<file path="src/rtl/fp_round_pack.sv">
// fp_round_pack
//   Two-stage back end for the binary32 multiplier. It takes the raw 48-bit
//   significand product, the two biased exponents, the operand classes and
//   the result sign. It normalizes, rounds to nearest-even, resolves special
//   operands and overflow/underflow, and packs an IEEE-754 binary32 word.
//   Stage 1 registers the normalized fields. Stage 2 rounds, packs and drives
//   the outputs. Both sides use valid/ready handshakes, and a result is held
//   stable while the consumer stalls.
//
// Ports
//   clk         in   clock, rising edge
//   rst_n       in   asynchronous active-low reset
//   in_valid    in   upstream presents a product
//   in_ready    out  block accepts on in_valid & in_ready
//   in_sign     in   sign_a ^ sign_b
//   in_exp_a/b  in   8-bit biased exponent fields
//   in_class_a/b in  00 normal, 01 zero/subnormal, 10 inf, 11 NaN
//   in_mant     in   48-bit product {1,fracA}*{1,fracB}
//   out_valid   out  result valid, held until out_ready
//   out_ready   in   downstream accepts
//   out_result  out  packed binary32
//   out_flags   out  {invalid, overflow, underflow, inexact}
module fp_round_pack #(
  parameter int BIAS  = 127,
  parameter int EXP_W = 10
) (
  input  logic        clk,
  input  logic        rst_n,
  input  logic        in_valid,
  output logic        in_ready,
  input  logic        in_sign,
  input  logic [7:0]  in_exp_a,
  input  logic [7:0]  in_exp_b,
  input  logic [1:0]  in_class_a,
  input  logic [1:0]  in_class_b,
  input  logic [47:0] in_mant,
  output logic        out_valid,
  input  logic        out_ready,
  output logic [31:0] out_result,
  output logic [3:0]  out_flags
);

  localparam logic [1:0] CLS_ZERO = 2'b01;
  localparam logic [1:0] CLS_INF  = 2'b10;
  localparam logic [1:0] CLS_NAN  = 2'b11;

  localparam logic signed [EXP_W-1:0] EXP_MAX  = EXP_W'(255);
  localparam logic signed [EXP_W-1:0] EXP_ZERO = EXP_W'(0);

  // Operand-class outcome, resolved in stage 1 so stage 2 only has to pack.
  typedef enum logic [2:0] {
    SP_NONE    = 3'd0,
    SP_QNAN    = 3'd1,
    SP_INVALID = 3'd2,
    SP_INF     = 3'd3,
    SP_ZERO    = 3'd4
  } special_e;

  // Handshake / advance
  logic w_s1_adv;
  logic w_s2_adv;

  logic                    r_s1_valid;
  logic                    r_s1_sign;
  logic signed [EXP_W-1:0] r_s1_exp;
  logic [22:0]             r_s1_frac;
  logic                    r_s1_g;
  logic                    r_s1_s;
  special_e                r_s1_spec;

  logic        r_s2_valid;
  logic [31:0] r_s2_result;
  logic [3:0]  r_s2_flags;

  assign w_s2_adv = !r_s2_valid || out_ready;
  assign w_s1_adv = !r_s1_valid || w_s2_adv;
  assign in_ready = w_s1_adv;

  assign out_valid  = r_s2_valid;
  assign out_result = r_s2_result;
  assign out_flags  = r_s2_flags;

  // Stage 1: normalize
  logic                    w_norm;
  logic signed [EXP_W-1:0] w_exp;
  logic [22:0]             w_frac;
  logic                    w_g;
  logic                    w_s;
  special_e                w_spec;

  assign w_norm = in_mant[47];
  assign w_exp  = EXP_W'(in_exp_a) + EXP_W'(in_exp_b) - EXP_W'(BIAS) + EXP_W'(w_norm);

  always_comb begin
    if (w_norm) begin
      w_frac = in_mant[46:24];
      w_g    = in_mant[23];
      w_s    = |in_mant[22:0];
    end else begin
      w_frac = in_mant[45:23];
      w_g    = in_mant[22];
      w_s    = |in_mant[21:0];
    end
  end

  always_comb begin
    w_spec = SP_NONE;
    if ((in_class_a == CLS_INF && in_class_b == CLS_ZERO) ||
        (in_class_a == CLS_ZERO && in_class_b == CLS_INF))
      w_spec = SP_INVALID;
    else if (in_class_a == CLS_NAN || in_class_b == CLS_NAN)
      w_spec = SP_QNAN;
    else if (in_class_a == CLS_INF || in_class_b == CLS_INF)
      w_spec = SP_INF;
    else if (in_class_a == CLS_ZERO || in_class_b == CLS_ZERO)
      w_spec = SP_ZERO;
  end

  always_ff @(posedge clk or negedge rst_n) begin
    if (!rst_n) begin
      r_s1_valid <= 1'b0;
      r_s1_sign  <= 1'b0;
      r_s1_exp   <= '0;
      r_s1_frac  <= '0;
      r_s1_g     <= 1'b0;
      r_s1_s     <= 1'b0;
      r_s1_spec  <= SP_NONE;
    end else if (w_s1_adv) begin
      r_s1_valid <= in_valid;
      if (in_valid) begin
        r_s1_sign <= in_sign;
        r_s1_exp  <= w_exp;
        r_s1_frac <= w_frac;
        r_s1_g    <= w_g;
        r_s1_s    <= w_s;
        r_s1_spec <= w_spec;
      end
    end
  end

  // Stage 2: round to nearest-even, classify, pack
  logic                    w_up;
  logic [23:0]             w_rnd;
  logic signed [EXP_W-1:0] w_exp_r;
  logic                    w_inexact;
  logic [31:0]             w_res;
  logic [3:0]              w_flags;

  assign w_up      = r_s1_g && (r_s1_s || r_s1_frac[0]);
  assign w_rnd     = {1'b0, r_s1_frac} + 24'(w_up);
  // A carry out leaves w_rnd[22:0] all zero, so only the exponent moves.
  assign w_exp_r   = r_s1_exp + EXP_W'(w_rnd[23]);
  assign w_inexact = r_s1_g || r_s1_s;

  always_comb begin
    w_res   = {r_s1_sign, w_exp_r[7:0], w_rnd[22:0]};
    w_flags = {3'b000, w_inexact};
    case (r_s1_spec)
      SP_INVALID: begin
        w_res   = 32'h7FC0_0000;
        w_flags = 4'b1000;
      end
      SP_QNAN: begin
        w_res   = 32'h7FC0_0000;
        w_flags = 4'b0000;
      end
      SP_INF: begin
        w_res   = {r_s1_sign, 8'hFF, 23'h0};
        w_flags = 4'b0000;
      end
      SP_ZERO: begin
        w_res   = {r_s1_sign, 31'h0};
        w_flags = 4'b0000;
      end
      default: begin
        if (w_exp_r >= EXP_MAX) begin
          w_res   = {r_s1_sign, 8'hFF, 23'h0};
          w_flags = 4'b0101;
        end else if (w_exp_r <= EXP_ZERO) begin
          // No subnormal outputs: flush to signed zero.
          w_res   = {r_s1_sign, 31'h0};
          w_flags = 4'b0011;
        end
      end
    endcase
  end

  always_ff @(posedge clk or negedge rst_n) begin
    if (!rst_n) begin
      r_s2_valid  <= 1'b0;
      r_s2_result <= '0;
      r_s2_flags  <= '0;
    end else if (w_s2_adv) begin
      r_s2_valid <= r_s1_valid;
      if (r_s1_valid) begin
        r_s2_result <= w_res;
        r_s2_flags  <= w_flags;
      end
    end
  end

endmodule

</file>
<file path="config.mk">
export PLATFORM = sky130hd
export DESIGN_NAME = fp_round_pack
export DESIGN_NICKNAME = d
export VERILOG_FILES = /design/src/rtl/fp_round_pack.sv
export SDC_FILE = /design/constraint.sdc
export NUM_CORES = 1
export LEC_CHECK = 0
export BUFFER_PORTS_ARGS = -buffer_cell sky130_fd_sc_hd__buf_2
export CORE_MARGIN = 10
export CORE_UTILIZATION = 40
export CTS_CLUSTER_DIAMETER = 120
export CTS_CLUSTER_SIZE = 25
export DETAILED_ROUTE_END_ITERATION = 10
export PLACE_DENSITY_LB_ADDON = 0.12
export SYNTH_ARGS = -nofsm -noshare
export SYNTH_HDL_FRONTEND = slang
export SYNTH_SLANG_ARGS = --single-unit
</file>
<file path="constraint.sdc">
create_clock -name clk -period 4.9 [get_ports clk]
set_clock_uncertainty 0.15 [all_clocks]
set_input_delay 0.245 -clock clk [delete_from_list [all_inputs] [get_ports clk]]
set_output_delay 0.245 -clock clk [all_outputs]
set_load 0.02 [all_outputs]
</file>
* Yosys cells after proc, flatten, opt, wreduce, memory -nomap -nowiden
Index checks and enable logic that the tools add are counted.
Storage, ports and cells: register bits 77, bits in latches 0, bits in writable memories 0, ROM bits 0, input port bits 73, output and inout bits 38, logic and storage cells 59, memories 0
Cells by class: add/subtract/negate cells 5, $mul 0, divide/modulo/power cells 0, order comparisons 2, eq/ne operators 10, shift-type cells 0, mux-type cells 13, bitwise operators 0, reductions and logical operators 19
Operator list (count):
- case mux 32 bit (3 select lines) | 1
- two-way mux 31 bit | 2
- adder 23 x 1 -> 24 bit | 1
- two-way mux 23 bit | 1
- OR reduction 23 bit | 1
- OR reduction 22 bit | 1
- adder 10 x 1 -> 10 bit | 2
- two-way mux 3 bit | 5
- greater-or-equal comparator 10 x 9 -> 1 bit (second input constant) | 1
- <= comparator 10 x 1 -> 1 bit (second input constant) | 1
- subtractor 9 x 7 -> 10 bit (second input constant) | 1
- adder 8 x 8 -> 9 bit | 1
- == test 2 bit (second input constant) | 4
- logical OR 1 bit | 8
- case mux 4 bit (2 select lines) | 1
- == test 3 x 2 -> 1 bit (second input constant) | 2
- == test 2 x 1 -> 1 bit (second input constant) | 2
- AND reduction 2 bit | 2
- == test 3 x 1 -> 1 bit (second input constant) | 1
- == test 3 bit (second input constant) | 1
- logical AND 1 bit | 3
- OR reduction 3 bit | 1
- logical NOT 1 bit | 2
- two-way mux 1 bit | 2
- 2 further kinds | 2

* Longest topological paths before layout
Gate-level depths: netlist (run 1).
depth after elaboration 8, mapped depth 17, gate-level depth less buffers 15

* Worst setup path before layout (run 1)
Ideal clock, no wire load.
path kind reg2reg, from reg r_s1_s, to reg r_s2_result[10] (netlist: out_result[10]), library setup time 0.074 ns, data arrival time 3.263 ns, data required time 4.676 ns, setup slack 1.413 ns, cell stages (with the launch flop) 18, buffers on the path 2, period minus slack after synthesis 3.487 ns, path through dfrtp_1 o21a_1 ha_1 and3_1 clkbuf_1 nand3_1 nor2_1 nand3_1 nor2_1 ha_1 ha_1 inv_1 or3_1 xor2_1 and3_4 or3_4 buf_6 o21ai_2
On the way: word-level cells in the longest chain between the ends 8
RTL lines:
- start, declared | RTL line 68 | logic r_s1_s;
- start signal, assigned | RTL line 135 | r_s1_s <= w_s;
- logical OR 1 bit (*) | RTL line 149 | assign w_up = r_s1_g && (r_s1_s || r_s1_frac[0]);
- logical AND 1 bit (*) | RTL line 149
- adder 23 x 1 -> 24 bit (*) | RTL line 150 | assign w_rnd = {1'b0, r_s1_frac} + 24'(w_up);
- adder 10 x 1 -> 10 bit | RTL line 152 | assign w_exp_r = r_s1_exp + EXP_W'(w_rnd[23]);
- <= comparator 10 x 1 -> 1 bit | RTL line 179 | end else if (w_exp_r <= EXP_ZERO) begin
- two-way mux 31 bit | RTL line 179
- two-way mux 31 bit (*) | RTL line 176 | if (w_exp_r >= EXP_MAX) begin
- case mux 32 bit (3 select lines) (*) | RTL line 158 | case (r_s1_spec)
- end signal, assigned | RTL line 196 | r_s2_result <= w_res;
- end, declared | RTL line 72 | logic [31:0] r_s2_result;
Mark *: on every way between the ends. The rest lies on a longest branch, timed or not. A chain may end at the register's enable or synchronous reset.

* Worst setup path after layout (run 1)
from reg r_s1_frac[0], to reg r_s2_result[2] (netlist: out_result[2])
On the way: word-level cells in the longest chain between the ends 8
RTL lines:
- start, declared | RTL line 66 | logic [22:0] r_s1_frac;
- start signal, assigned | RTL line 133 | r_s1_frac <= w_frac;
- logical OR 1 bit | RTL line 149
- logical AND 1 bit | RTL line 149
- adder 23 x 1 -> 24 bit (*) | RTL line 150
- adder 10 x 1 -> 10 bit | RTL line 152
- <= comparator 10 x 1 -> 1 bit | RTL line 179
- two-way mux 31 bit | RTL line 179
- two-way mux 31 bit (*) | RTL line 176
- case mux 32 bit (3 select lines) (*) | RTL line 158
Marked as above.

==> results of run 1 <==
[state kept, by name, indices dropped and copies added, names as in the netlist, 3 cells and up]
| name | count |
|---|---|
| out_result | 32 |
| r_s1_frac | 23 |
| r_s1_exp | 10 |
| out_flags | 4 |
| r_s1_spec | 3 |
[placed cells by master (no fill, tap or decap), types with 4 or more instances in the layout]
cell type / instances
nor3_1: 7
a21oi_1: 6
a22oi_1: 7
o21a_1: 4
o21ai_0: 48
o21ai_2: 20
dfrtp_1: 77
nor4_1: 8
nand4_1: 6
inv_1: 20
xnor2_1: 14
ha_1: 20
xor2_1: 20
nand2b_1: 6
mux2i_1: 24
buf_2: 109
o31ai_1: 4
nand2_1: 77
nand3_1: 13
clkbuf_16: 9
dlygate4sd3_1: 5
nor2_1: 16
and3_1: 7
clkbuf_1: 4
[Yosys cell counts, drive strengths merged (2+ instances only)]
cell type / count
a211oi: 3
o21a: 4
mux2: 2
nand2b: 6
nor3: 7
buf: 11
and3: 8
nor2: 16
or3: 3
a21o: 2
nand2: 78
xnor2: 14
nand3b: 2
nor4b: 2
o31ai: 4
clkbuf: 16
o211ai: 3
o21ai: 68
dfrtp: 77
o221ai: 2
nand3: 14
o31a: 2
inv: 20
xor2: 20
a21oi: 6
or4: 2
o311ai: 2
a22oi: 7
ha: 20
nand4: 7
a31oi: 2
mux2i: 24
nor2b: 2
nor3b: 2
and4: 3
nor4: 8
[cells by family after synthesis]
family,synth area share
AND/OR/NAND/NOR,0.179
AO/OA/AOI/OAI,0.164
flip-flops,0.425
buffers and inverters,0.0464
XOR/XNOR,0.0657
multiplexers,0.0580
adder cells (fa/ha/maj),0.0622
[worst paths after layout]
| kind | from | to | slack [ps] | cells past startpoint |
|---|---|---|---|---|
| setup / recovery | r_s1_frac[0]$_DFFE_PN0P_ | out_result[2]$_DFFE_PN0P_ | 890 | 15 |
| hold / removal | in_mant[27] | r_s1_frac[4]$_DFFE_PN0P_ | 50 | 3 |
| setup reg to reg | r_s1_frac[0]$_DFFE_PN0P_ | out_result[2]$_DFFE_PN0P_ | 890 | 15 |
| hold reg to reg | out_result[13]$_DFFE_PN0P_ | out_result[13]$_DFFE_PN0P_ | 320 | 2 |
| max in group asynchronous | rst_n | r_s1_exp[0]$_DFFE_PN0P_ | 3490 | 2 |
| min in group asynchronous | rst_n | out_result[28]$_DFFE_PN0P_ | 420 | 2 |
[routing by layer]
metal / GRT usage / part of all wire
met1: 0.193 / 0.50
met2: 0.200 / 0.42
met3: 0.0421 / 0.066
met4: 0.0603 / 0.018
met5: 0 / 0
[critical path, stage by stage, from the launching register on]
cell and delay, ps:
dfrtp_1 370, o21a_1 120, ha_1 150, and3_1 280, nand3_1 160, nor2_1 260, nand3_1 170, nor2_1 190
ha_1 240, ha_1 260, inv_1 70, nor3_1 340, xnor2_1 220, nand2b_1 130, or3_4 580, o21ai_0 230
[stage by stage]
| stage | utilization | power [W] | instances | instance area, um^2 |
|---|---|---|---|---|
| final | 0.498 | 0.00205 | 724 | 5470 |
| after global routing | 0.498 | 0.00217 | 724 | 5470 |
| after CTS | 0.498 | 0.00207 | 724 | 5470 |
| after detailed placement | 0.468 | 0.00143 | 704 | 5140 |
| after global placement | 0.468 | 0.00141 | 704 | 5140 |
| after floorplan | - | 0.00124 | 479 | 4530 |
[power by group]
group / total (W) / switching (W) / internal (W)
clock: 0.000639 / 0.000248 / 0.000391
combinational: 0.000541 / 0.000320 / 0.000220
sequential: 0.000867 / 0.000116 / 0.000751
[layout make-up]
| class | count | area [um^2] |
|---|---|---|
| clock inverters | 2 | 35.0 |
| clock buffers | 13 | 240 |
| repair buffers | 117 | 618 |
| well taps | 140 | 175 |
| inverters | 20 | 75.1 |
| flip-flops and latches | 77 | 1930 |
| multi-input cells | 355 | 2390 |
| fillers | 1062 | 5520 |
==> impl_summary.txt, run 1 <==
----------------------------------------------------
[Clocking]
  Hold bufs inserted after CTS ... 5
  Clock tree root buffer cell ... clkbuf_16
  Cells resized by post-CTS repair ... 0
  Total CTS buffers ... 9
  Source-to-sink clock delay at the later pin of the worst-skew pair ... 340 ps
  TritonCTS clock tree ... done
  Number of levels the H-tree was split into ... 3
  Setup repair bufs after CTS ... 0
  Clock transition time at the flip-flop clock pins of the worst setup and hold paths ... 60 ps
  Num Clock Sinks ... 77
  Maximum root-to-sink buffer count ... 2

[Power]
  Maximum ir drop on the vdd rail ... 0.000182 V
  Static Leak ... 2.60 nW
  PD cells ... 375 mW/mm^2

[Outcome]
  Status ... complete, no violations

[Critical path]
  Critical path launch point type ... register
  Worst-path fanout max ... 22
  Setup Crit Path Kind ... reg2reg
  Data arrival time of the critical path ... 4120 ps
  Worst EP required ... 5010 ps
  Capturing element type of the critical path ... register

[Floorplan]
  Starting Density ... 0.412
  Width of the chip ... 126 um
  Total number of placement rows ... 38
  Die height ... 126 um
  Core box area ... 0.0110 mm^2
  I/O pin total ... 111
  Die Outline Area ... 0.0160 mm^2

[Synthesis]
  Synthesized instance count ... 479
  Sequential-to-total area share from yosys stat ... 0.425
  FFs w/ async S/R, synth ... 1.00
  Synth Register Bits ... 77
  Yosys cell types ... 54
  Combined area of all synthesized cells ... 0.00453 mm^2
  EDFF count, synth ... 0
  Leading cell types by total area after synthesis ... dfrtp_1, nand2_1, ha_1, mux2i_1, o21ai_0
  Yosys Warn Count ... 0
  Area share of the largest cell type after synthesis ... 0.425
  Post-Synthesis Net Count ... 573
  Post-synthesis cell type with the largest combined area ... dfrtp_1
  Mean post-synth cell area ... 9.46 um^2
  Most instantiated flip-flop cell in the synthesis netlist ... dfrtp_1

[Detailed routing]
  DRC violations left ... 0
  Total wire length after detailed routing ... 11200 um
  Vias ... 3687
  Via-to-Cell Ratio ... 5.09
  Initial drt markers ... 189
  First-pass iteration count of the detailed router ... 4
  Average routed wire per standard cell ... 15.5 um
  Antenna Nets Post-Route ... 0

[GRT]
  Overall overflow remaining after global route ... 0
  Total routing resource utilization after global routing ... 0.141
  Initial antenna violation count ... 0
  Wire length of the first global-routing pass ... 18900 um
  Largest net degree at the start of global routing ... 78
  Via count of the first global-routing pass ... 3828

[Timing]
  Setup repair after global routing missed its margin ... false
  Worst hold slack ... 51.0 ps
  Hold Violations, Final ... 0
  Slew of the pin with the lowest slew margin ... 990 ps
  Fmax achieved ... 249 MHz
  Setup violation total in the final timing report ... 0
  Final slew viol count ... 0
  Fin crit share ... 0.819
  Crit path time final ... 4010 ps
  Crit path setup slack, layout ... 887 ps
  Remaining max-slew budget at the tightest pin ... 0.340
  Final total negative setup slack ... 0 ps

[Cells and area]
  Count of nets after finishing ... 674
  Share of final-layout standard cells stronger than drive strength 1 ... 0.260
  Final antenna diode count ... 0
  Signed area change from the synthesized netlist to the final layout ... 20.7%

[Min path]
  Min-delay worst type ... in2reg

[Place]
  Count of input and output buffers ... 110
  Weighted congestion at the end of routability-driven global placement ... 0.823
  HPWL after detailed placement ... 8630 um
  Post-place setup slack ... 920 ps

[Flow run]
  Max-cap violations ... 0

----------------------------------------------------
Note: power is estimated with default switching activity, not from simulation.
==> inputs of run 2 (changes only) <==
Clock period 4.9 ns to 3.9 ns, I/O delays scaled along.
==> run 2 against run 1 <==
  * Maximum frequency is 11% higher
  * Sequential share of layout area is 0.38 points lower
  * Final area is 1.1% higher
  * Die area stayed put
  * Critical endpoint unchanged
==> impl_summary.txt, run 2 (synthesized netlist as in run 1, its figures left out) <==
----------------------------------------------------
[Place]
  Cell area after placement ... 0.00516 mm^2 (+0.44%)
  HPWL after detailed placement ... 8720 um (+1.1%)
  Count of input and output buffers ... 110 (unchanged)
  Weighted congestion at the end of routability-driven global placement ... 0.806 (-2.0%)
  Post-place setup slack ... 70.8 ps (-850 ps)

[Timing]
  Hold Violations, Final ... 0 (unchanged)
  Setup violation total in the final timing report ... 0 (unchanged)
  Final total negative setup slack ... 0 ps (unchanged)
  Crit path setup slack, layout ... 285 ps (-602 ps)
  Slew of the pin with the lowest slew margin ... 939 ps (-50.9 ps)
  Fmax achieved ... 277 MHz (+11%)
  Fin crit share ... 0.927 (+0.108)
  Remaining max-slew budget at the tightest pin ... 0.374 (+0.0339)
  Setup repair after global routing missed its margin ... false
  Crit path time final ... 3610 ps (-398 ps)
  Final slew viol count ... 0 (unchanged)

[Floorplan]
  Starting Density ... 0.412 (unchanged)
  Die Outline Area ... 0.0160 mm^2 (unchanged)
  Die height ... 126 um (unchanged)
  Width of the chip ... 126 um (unchanged)
  Core box area ... 0.0110 mm^2 (unchanged)
  I/O pin total ... 111 (unchanged)
  Total number of placement rows ... 38 (unchanged)

[Power]
  Switching component of the power ... 0.000851 W (+24%)
  Switching Fraction ... 0.330 (-0.00473)
  PD cells ... 467 mW/mm^2 (+25%)
  Logic gate share of total power ... 0.268 (+0.004)
  Clock network fraction of design power ... 0.310 (-0.002)
  Internal power ... 0.00173 W (+27%)
  Static Leak ... 2.63 nW (+0.90%)
  Sequential power share ... 0.421 (-0.003)
  Maximum ir drop on the vdd rail ... 0.000211 V (+16%)

[Detailed routing]
  Vias ... 3727 (+1.1%)
  First-pass iteration count of the detailed router ... 4 (unchanged)
  Total wire length after detailed routing ... 11200 um (+0.43%)
  Antenna Nets Post-Route ... 0 (unchanged)
  Initial drt markers ... 228 (+21%)
  Average routed wire per standard cell ... 15.4 um (-0.12%)
  Via-to-Cell Ratio ... 5.12 (+0.53%)
  DRC violations left ... 0 (unchanged)

[Clocking]
  Total CTS buffers ... 9 (unchanged)
  Maximum root-to-sink buffer count ... 2 (unchanged)
  Number of levels the H-tree was split into ... 3 (unchanged)
  Clock transition time at the flip-flop clock pins of the worst setup and hold paths ... 50 ps (about the same)
  Num Clock Sinks ... 77 (unchanged)
  Source-to-sink clock delay at the later pin of the worst-skew pair ... 330 ps (about the same)
  TritonCTS clock tree ... done
  Clock tree root buffer cell ... clkbuf_16

[Critical path]
  Worst reg-to-reg path cell count ... 15 (unchanged)
  Worst-path fanout max ... 11 (-50%)
  Worst EP required ... 4010 ps (-1000 ps)
  Endpoint of the worst-slack reg-to-reg timing path ... out_result[2]$_DFFE_PN0P_
  Data arrival time of the critical path ... 3720 ps (-400 ps)
  Setup Crit Path Kind ... reg2reg
  Launching point of the worst reg2reg path ... r_s1_g$_DFFE_PN0P_
  Flop2flop setup slack ... 290 ps (-600 ps)
  Critical path launch point type ... register
  Capturing element type of the critical path ... register

[Outcome]
  Status ... complete, no violations

[Cells and area]
  Highest-count cells in the layout ignoring fill and taps ... buf_2, nand2_1, dfrtp_1
  Most common cell after layout, fill and taps aside ... buf_2
  Largest register FFs ... 32 (unchanged)
  Share of final-layout standard cells stronger than drive strength 1 ... 0.276 (+0.0152)
  Signed area change from the synthesized netlist to the final layout ... 22.0%
  Final instance area ... 0.00553 mm^2 (+1.1%)
  Count of nets after finishing ... 679 (+0.74%)
  Layout filler cell count ... 1055 (-0.66%)
  Final antenna diode count ... 0 (unchanged)

[Min path]
  Hold Crit Start ... in_mant[32]
  Hold-critical path depth ... 3 (unchanged)
  Hold endpoint ... r_s1_frac[9]$_DFFE_PN0P_
  Min-delay worst type ... in2reg

[GRT]
  Initial antenna violation count ... 0 (unchanged)
  Via count of the first global-routing pass ... 3774 (-1.4%)
  Wire length of the first global-routing pass ... 18400 um (-2.7%)
  Overall overflow remaining after global route ... 0 (unchanged)
  Largest net degree at the start of global routing ... 78 (unchanged)
  Total routing resource utilization after global routing ... 0.137 (-0.00314)

[Flow run]
  Max-cap violations ... 0 (unchanged)

----------------------------------------------------
-- run 2: power by group through the flow --
stage | registers, W | clock network (W) | logic [W]
3_3_place_gp | 0.00110 | 0 | 0.000682
3_5_place_dp | 0.00110 | 0 | 0.000689
6_report | 0.00109 | 0.000801 | 0.000692
5_1_grt | 0.00112 | 0.000849 | 0.000777
4_1_cts | 0.00109 | 0.000816 | 0.000697
2_1_floorplan | 0.00114 | 0 | 0.000416
-- run 2: metrics by stage --
stage / utilization / cells / hold slack (ps) / power [W]
5_1_grt: 0.503 / 728 / 21.1 / 0.00274
2_1_floorplan: - / 479 / -251 / 0.00156
4_1_cts: 0.500 / 726 / 8.57 / 0.00260
3_5_place_dp: 0.470 / 707 / 259 / 0.00179
3_3_place_gp: 0.470 / 707 / 258 / 0.00178
6_report: 0.503 / 728 / 15.6 / 0.00258
-- run 2: metal layers --
metal,routed length (um),part of all wire,global-route usage
met5,0,0,0
met4,161,0.014,0.0522
met3,778,0.069,0.0466
met2,4790,0.43,0.197
met1,5520,0.49,0.186
-- run 2: cell type report --
type                            count  area, um^2  share of cell area
Sequential cell                    77        1930               0.349
Tap cell                          140         175              0.0317
Timing Repair Buffer              121         648               0.117
Multi-Input combinational cell    356        2420               0.438
Clock inverter                      2        35.0             0.00634
Inverter                           20        75.1              0.0136
Clock buffer                       12         246              0.0446
-- run 2: worst max-delay path by stage --
stage	slack, ps	from	cells past startpoint	end
floorplan	410	r_s1_s$_DFFE_PN0P_	17	out_result[10]$_DFFE_PN0P_
global placement	220	r_s1_s$_DFFE_PN0P_	15	out_result[2]$_DFFE_PN0P_
detailed placement	70	r_s1_g$_DFFE_PN0P_	15	out_result[3]$_DFFE_PN0P_
CTS	60	r_s1_g$_DFFE_PN0P_	15	out_result[3]$_DFFE_PN0P_
global route	40	r_s1_g$_DFFE_PN0P_	15	out_result[28]$_DFFE_PN0P_
finish	290	r_s1_g$_DFFE_PN0P_	15	out_result[2]$_DFFE_PN0P_
-- run 2: what timing repair did --
action / in CTS / in global routing
endpoints found under the setup margin: 0 / 31
setup buffers: 0 / 1
gates resized for setup: 0 / 6
hold endpoints to repair: 80 / 0
hold buffers: 5 / 0
-- run 2: worst max-delay path, cell delays in order, from the launching register on --
cell,delay [ps]
dfrtp_1,370
o21a_1,130
ha_1,150
and3_1,180
nand3_1,140
nor2_2,140
nand3_1,120
nor2_1,180
ha_2,230
ha_2,230
inv_1,70
or3_1,360
xor2_1,190
and3_4,220
or3_4,500
o21ai_0,180
==> inputs of run 3 (changes only) <==
Settings changed: CORE_MARGIN 10 to 2, SETUP_SLACK_MARGIN set to 0.02.
==> run 3 against run 2 <==
  * Register-to-register slack got worse by 40 ps
  * Sequential share of layout area fell by 0.60 points
  * Utilization rose by 1.1 points
  * Die area fell by 24%
  * Combinational power rose by 1%
  * Sequential cell count did not move
  * Sequential power barely moved
  * Critical path type unchanged
  * Largest cell class unchanged
  * Largest power group unchanged
==> impl_summary.txt, run 3 (synthesized netlist as in run 1, its figures left out) <==
----------------------------------------------------
[Outcome]
  Status ... complete, no violations

[Min path]
  Min-delay worst type ... in2reg
  Hold Crit Start ... in_mant[35]

[Timing]
  Remaining max-slew budget at the tightest pin ... 0.344 (-0.0302)
  Final total negative setup slack ... 0 ps (unchanged)
  Hold Violations, Final ... 0 (unchanged)
  Final slew viol count ... 0 (unchanged)
  Slew of the pin with the lowest slew margin ... 984 ps (+45.3 ps)
  Setup repair after global routing missed its margin ... true
  Fmax achieved ... 274 MHz (-1.1%)
  Crit path time final ... 3650 ps (+38.4 ps)
  Setup violation total in the final timing report ... 0 (unchanged)
  Fin crit share ... 0.937 (+0.00985)

[Critical path]
  Setup Crit Path Kind ... reg2reg
  Worst-path fanout max ... 11 (unchanged)
  Worst reg-to-reg path cell count ... 15 (unchanged)
  Critical path launch point type ... register
  Worst EP required ... 4010 ps (about the same)
  Capturing element type of the critical path ... register
  Capture point of the worst path ... out_result[21]$_DFFE_PN0P_
  Critical path origin ... r_s1_g$_DFFE_PN0P_
  Flop2flop setup slack ... 250 ps (-40 ps)
  Launching point of the worst reg2reg path ... r_s1_g$_DFFE_PN0P_
  Data arrival time of the critical path ... 3760 ps (+40 ps)
  Endpoint of the worst-slack reg-to-reg timing path ... out_result[21]$_DFFE_PN0P_

[GRT]
  Global route hottest layer ... met1
  Met3 routing resource usage after global routing ... 0.0252 (-0.0214)
  Overall overflow remaining after global route ... 0 (unchanged)
  Global-route met2 utilization ... 0.256 (+0.0590)
  Initial antenna violation count ... 0 (unchanged)
  Largest net degree at the start of global routing ... 78 (unchanged)
  Via count of the first global-routing pass ... 3675 (-2.6%)
  Wire length of the first global-routing pass ... 17700 um (-3.8%)
  Total routing resource utilization after global routing ... 0.173 (+0.0358)
  Global routing met1 resource utilization ... 0.259 (+0.0731)

[Power]
  Maximum ir drop on the vdd rail ... 0.000262 V (+24%)
  Switching Fraction ... 0.324 (-0.00588)
  Static Leak ... 2.66 nW (+1.4%)
  Sequential power share ... 0.398 (-0.023)
  Clock network fraction of design power ... 0.347 (+0.037)
  Internal power ... 0.00186 W (+7.2%)
  Logic gate share of total power ... 0.255 (-0.013)
  PD cells ... 488 mW/mm^2 (+4.4%)
  Switching component of the power ... 0.000888 W (+4.4%)

[Cells and area]
  Fin util ... 0.514 (+0.0110)
  Signed area change from the synthesized netlist to the final layout ... 24.1%
  Most common cell after layout, fill and taps aside ... buf_2
  Count of nets after finishing ... 680 (+0.15%)
  Layout filler cell count ... 1058 (+0.28%)
  Largest register FFs ... 32 (unchanged)
  Area of the multi-input gates ... 0.00246 mm^2 (+1.6%)
  Final antenna diode count ... 0 (unchanged)
  Sequential cell area in the final layout ... 0.00193 mm^2 (unchanged)
  Share of final-layout standard cells stronger than drive strength 1 ... 0.286 (+0.0104)
  Highest-count cells in the layout ignoring fill and taps ... buf_2, nand2_1, dfrtp_1

[Clocking]
  Source-to-sink clock delay at the later pin of the worst-skew pair ... 330 ps (about the same)
  Maximum root-to-sink buffer count ... 2 (unchanged)
  TritonCTS clock tree ... done
  Clock transition time at the flip-flop clock pins of the worst setup and hold paths ... 60 ps (about the same)
  Clock tree root buffer cell ... clkbuf_16
  Number of levels the H-tree was split into ... 3 (unchanged)
  Total CTS buffers ... 9 (unchanged)
  Num Clock Sinks ... 77 (unchanged)

[Detailed routing]
  Initial drt markers ... 152 (-33%)
  First-pass iteration count of the detailed router ... 4 (unchanged)
  Total wire length after detailed routing ... 10600 um (-6.1%)
  Average routed wire per standard cell ... 14.4 um (-6.5%)
  Vias ... 3835 (+2.9%)
  DRC violations left ... 0 (unchanged)
  Via-to-Cell Ratio ... 5.25 (+2.5%)
  Antenna Nets Post-Route ... 0 (unchanged)

[Floorplan]
  Die Outline Area ... 0.0122 mm^2 (-24%)
  Die height ... 110 um (-13%)
  Starting Density ... 0.414 (+0.00179)
  Width of the chip ... 110 um (-13%)
  I/O pin total ... 111 (unchanged)
  Core box area ... 0.0109 mm^2 (-0.43%)
  Total number of placement rows ... 38 (unchanged)

[Flow run]
  Max-cap violations ... 0 (unchanged)

[Place]
  HPWL after detailed placement ... 7750 um (-11%)
  Weighted congestion at the end of routability-driven global placement ... 0.787 (-2.4%)
  Count of input and output buffers ... 110 (unchanged)

----------------------------------------------------
-- run 3: power by group through the flow --
stage          Clock (W)  Combinational, W  Sequential, W
6_report        0.000952          0.000701        0.00109
5_1_grt          0.00100          0.000786        0.00112
4_1_cts         0.000961          0.000689        0.00109
3_5_place_dp           0          0.000681        0.00110
3_3_place_gp           0          0.000673        0.00110
2_1_floorplan          0          0.000416        0.00114
-- run 3: how the worst min path moves through the flow --
stage / end / slack, ps / cells after the start
final: r_s1_frac[12]$_DFFE_PN0P_ / 20 / 3
after global routing: r_s1_frac[14]$_DFFE_PN0P_ / 40 / 3
after CTS: r_s1_frac[7]$_DFFE_PN0P_ / 20 / 3
after detailed placement: out_result[26]$_DFFE_PN0P_ / 270 / 1
after global placement: out_result[26]$_DFFE_PN0P_ / 260 / 1
after floorplan: out_flags[0]$_DFFE_PN0P_ / -250 / 0
-- run 3: worst max-delay path: stages (launching register included) --
cell	delay, ps
dfrtp_1	370
o21a_1	140
ha_1	160
and3_1	180
nand3_1	140
nor2_2	160
nand3_1	140
nor2_2	140
ha_2	220
ha_2	230
inv_1	70
or3_1	390
xor2_2	200
and3_4	230
or3_4	510
o21ai_2	160
-- run 3: cell type report --
| type | count | area share |
|---|---|---|
| Tap cell | 140 | 0.0312 |
| Clock inverter | 6 | 0.0198 |
| Timing Repair Buffer | 121 | 0.115 |
| Multi-Input combinational cell | 357 | 0.437 |
| Clock buffer | 10 | 0.0407 |
| Inverter | 20 | 0.0134 |
| Sequential cell | 77 | 0.343 |
-- run 3: metrics by stage --
| stage | instance area (um^2) | setup slack, ps | hold slack [ps] | power (W) | instances |
|---|---|---|---|---|---|
| 4_1_cts | 5550 | 47.6 | 18.3 | 0.00274 | 728 |
| 3_5_place_dp | 5160 | 62.3 | 266 | 0.00179 | 707 |
| 3_3_place_gp | 5160 | 204 | 263 | 0.00177 | 707 |
| 6_report | 5620 | 247 | 15.4 | 0.00274 | 731 |
| 5_1_grt | 5620 | -6.41 | 40.7 | 0.00290 | 731 |
| 2_1_floorplan | 4530 | 413 | -251 | 0.00156 | 479 |
-- run 3: repair_timing --
item                                    CTS  global route
setup buffers                             0             1
resized for setup                         0            11
hold endpoints to repair                 80             0
endpoints found under the setup margin    0            31
hold buffers                              5             0
-- run 3: per-layer routing --
layer,up-vias,part of all wire
met3,11,0.047
met4,0,0.014
met5,-,0
li1,1916,-
met2,123,0.44
met1,1785,0.50
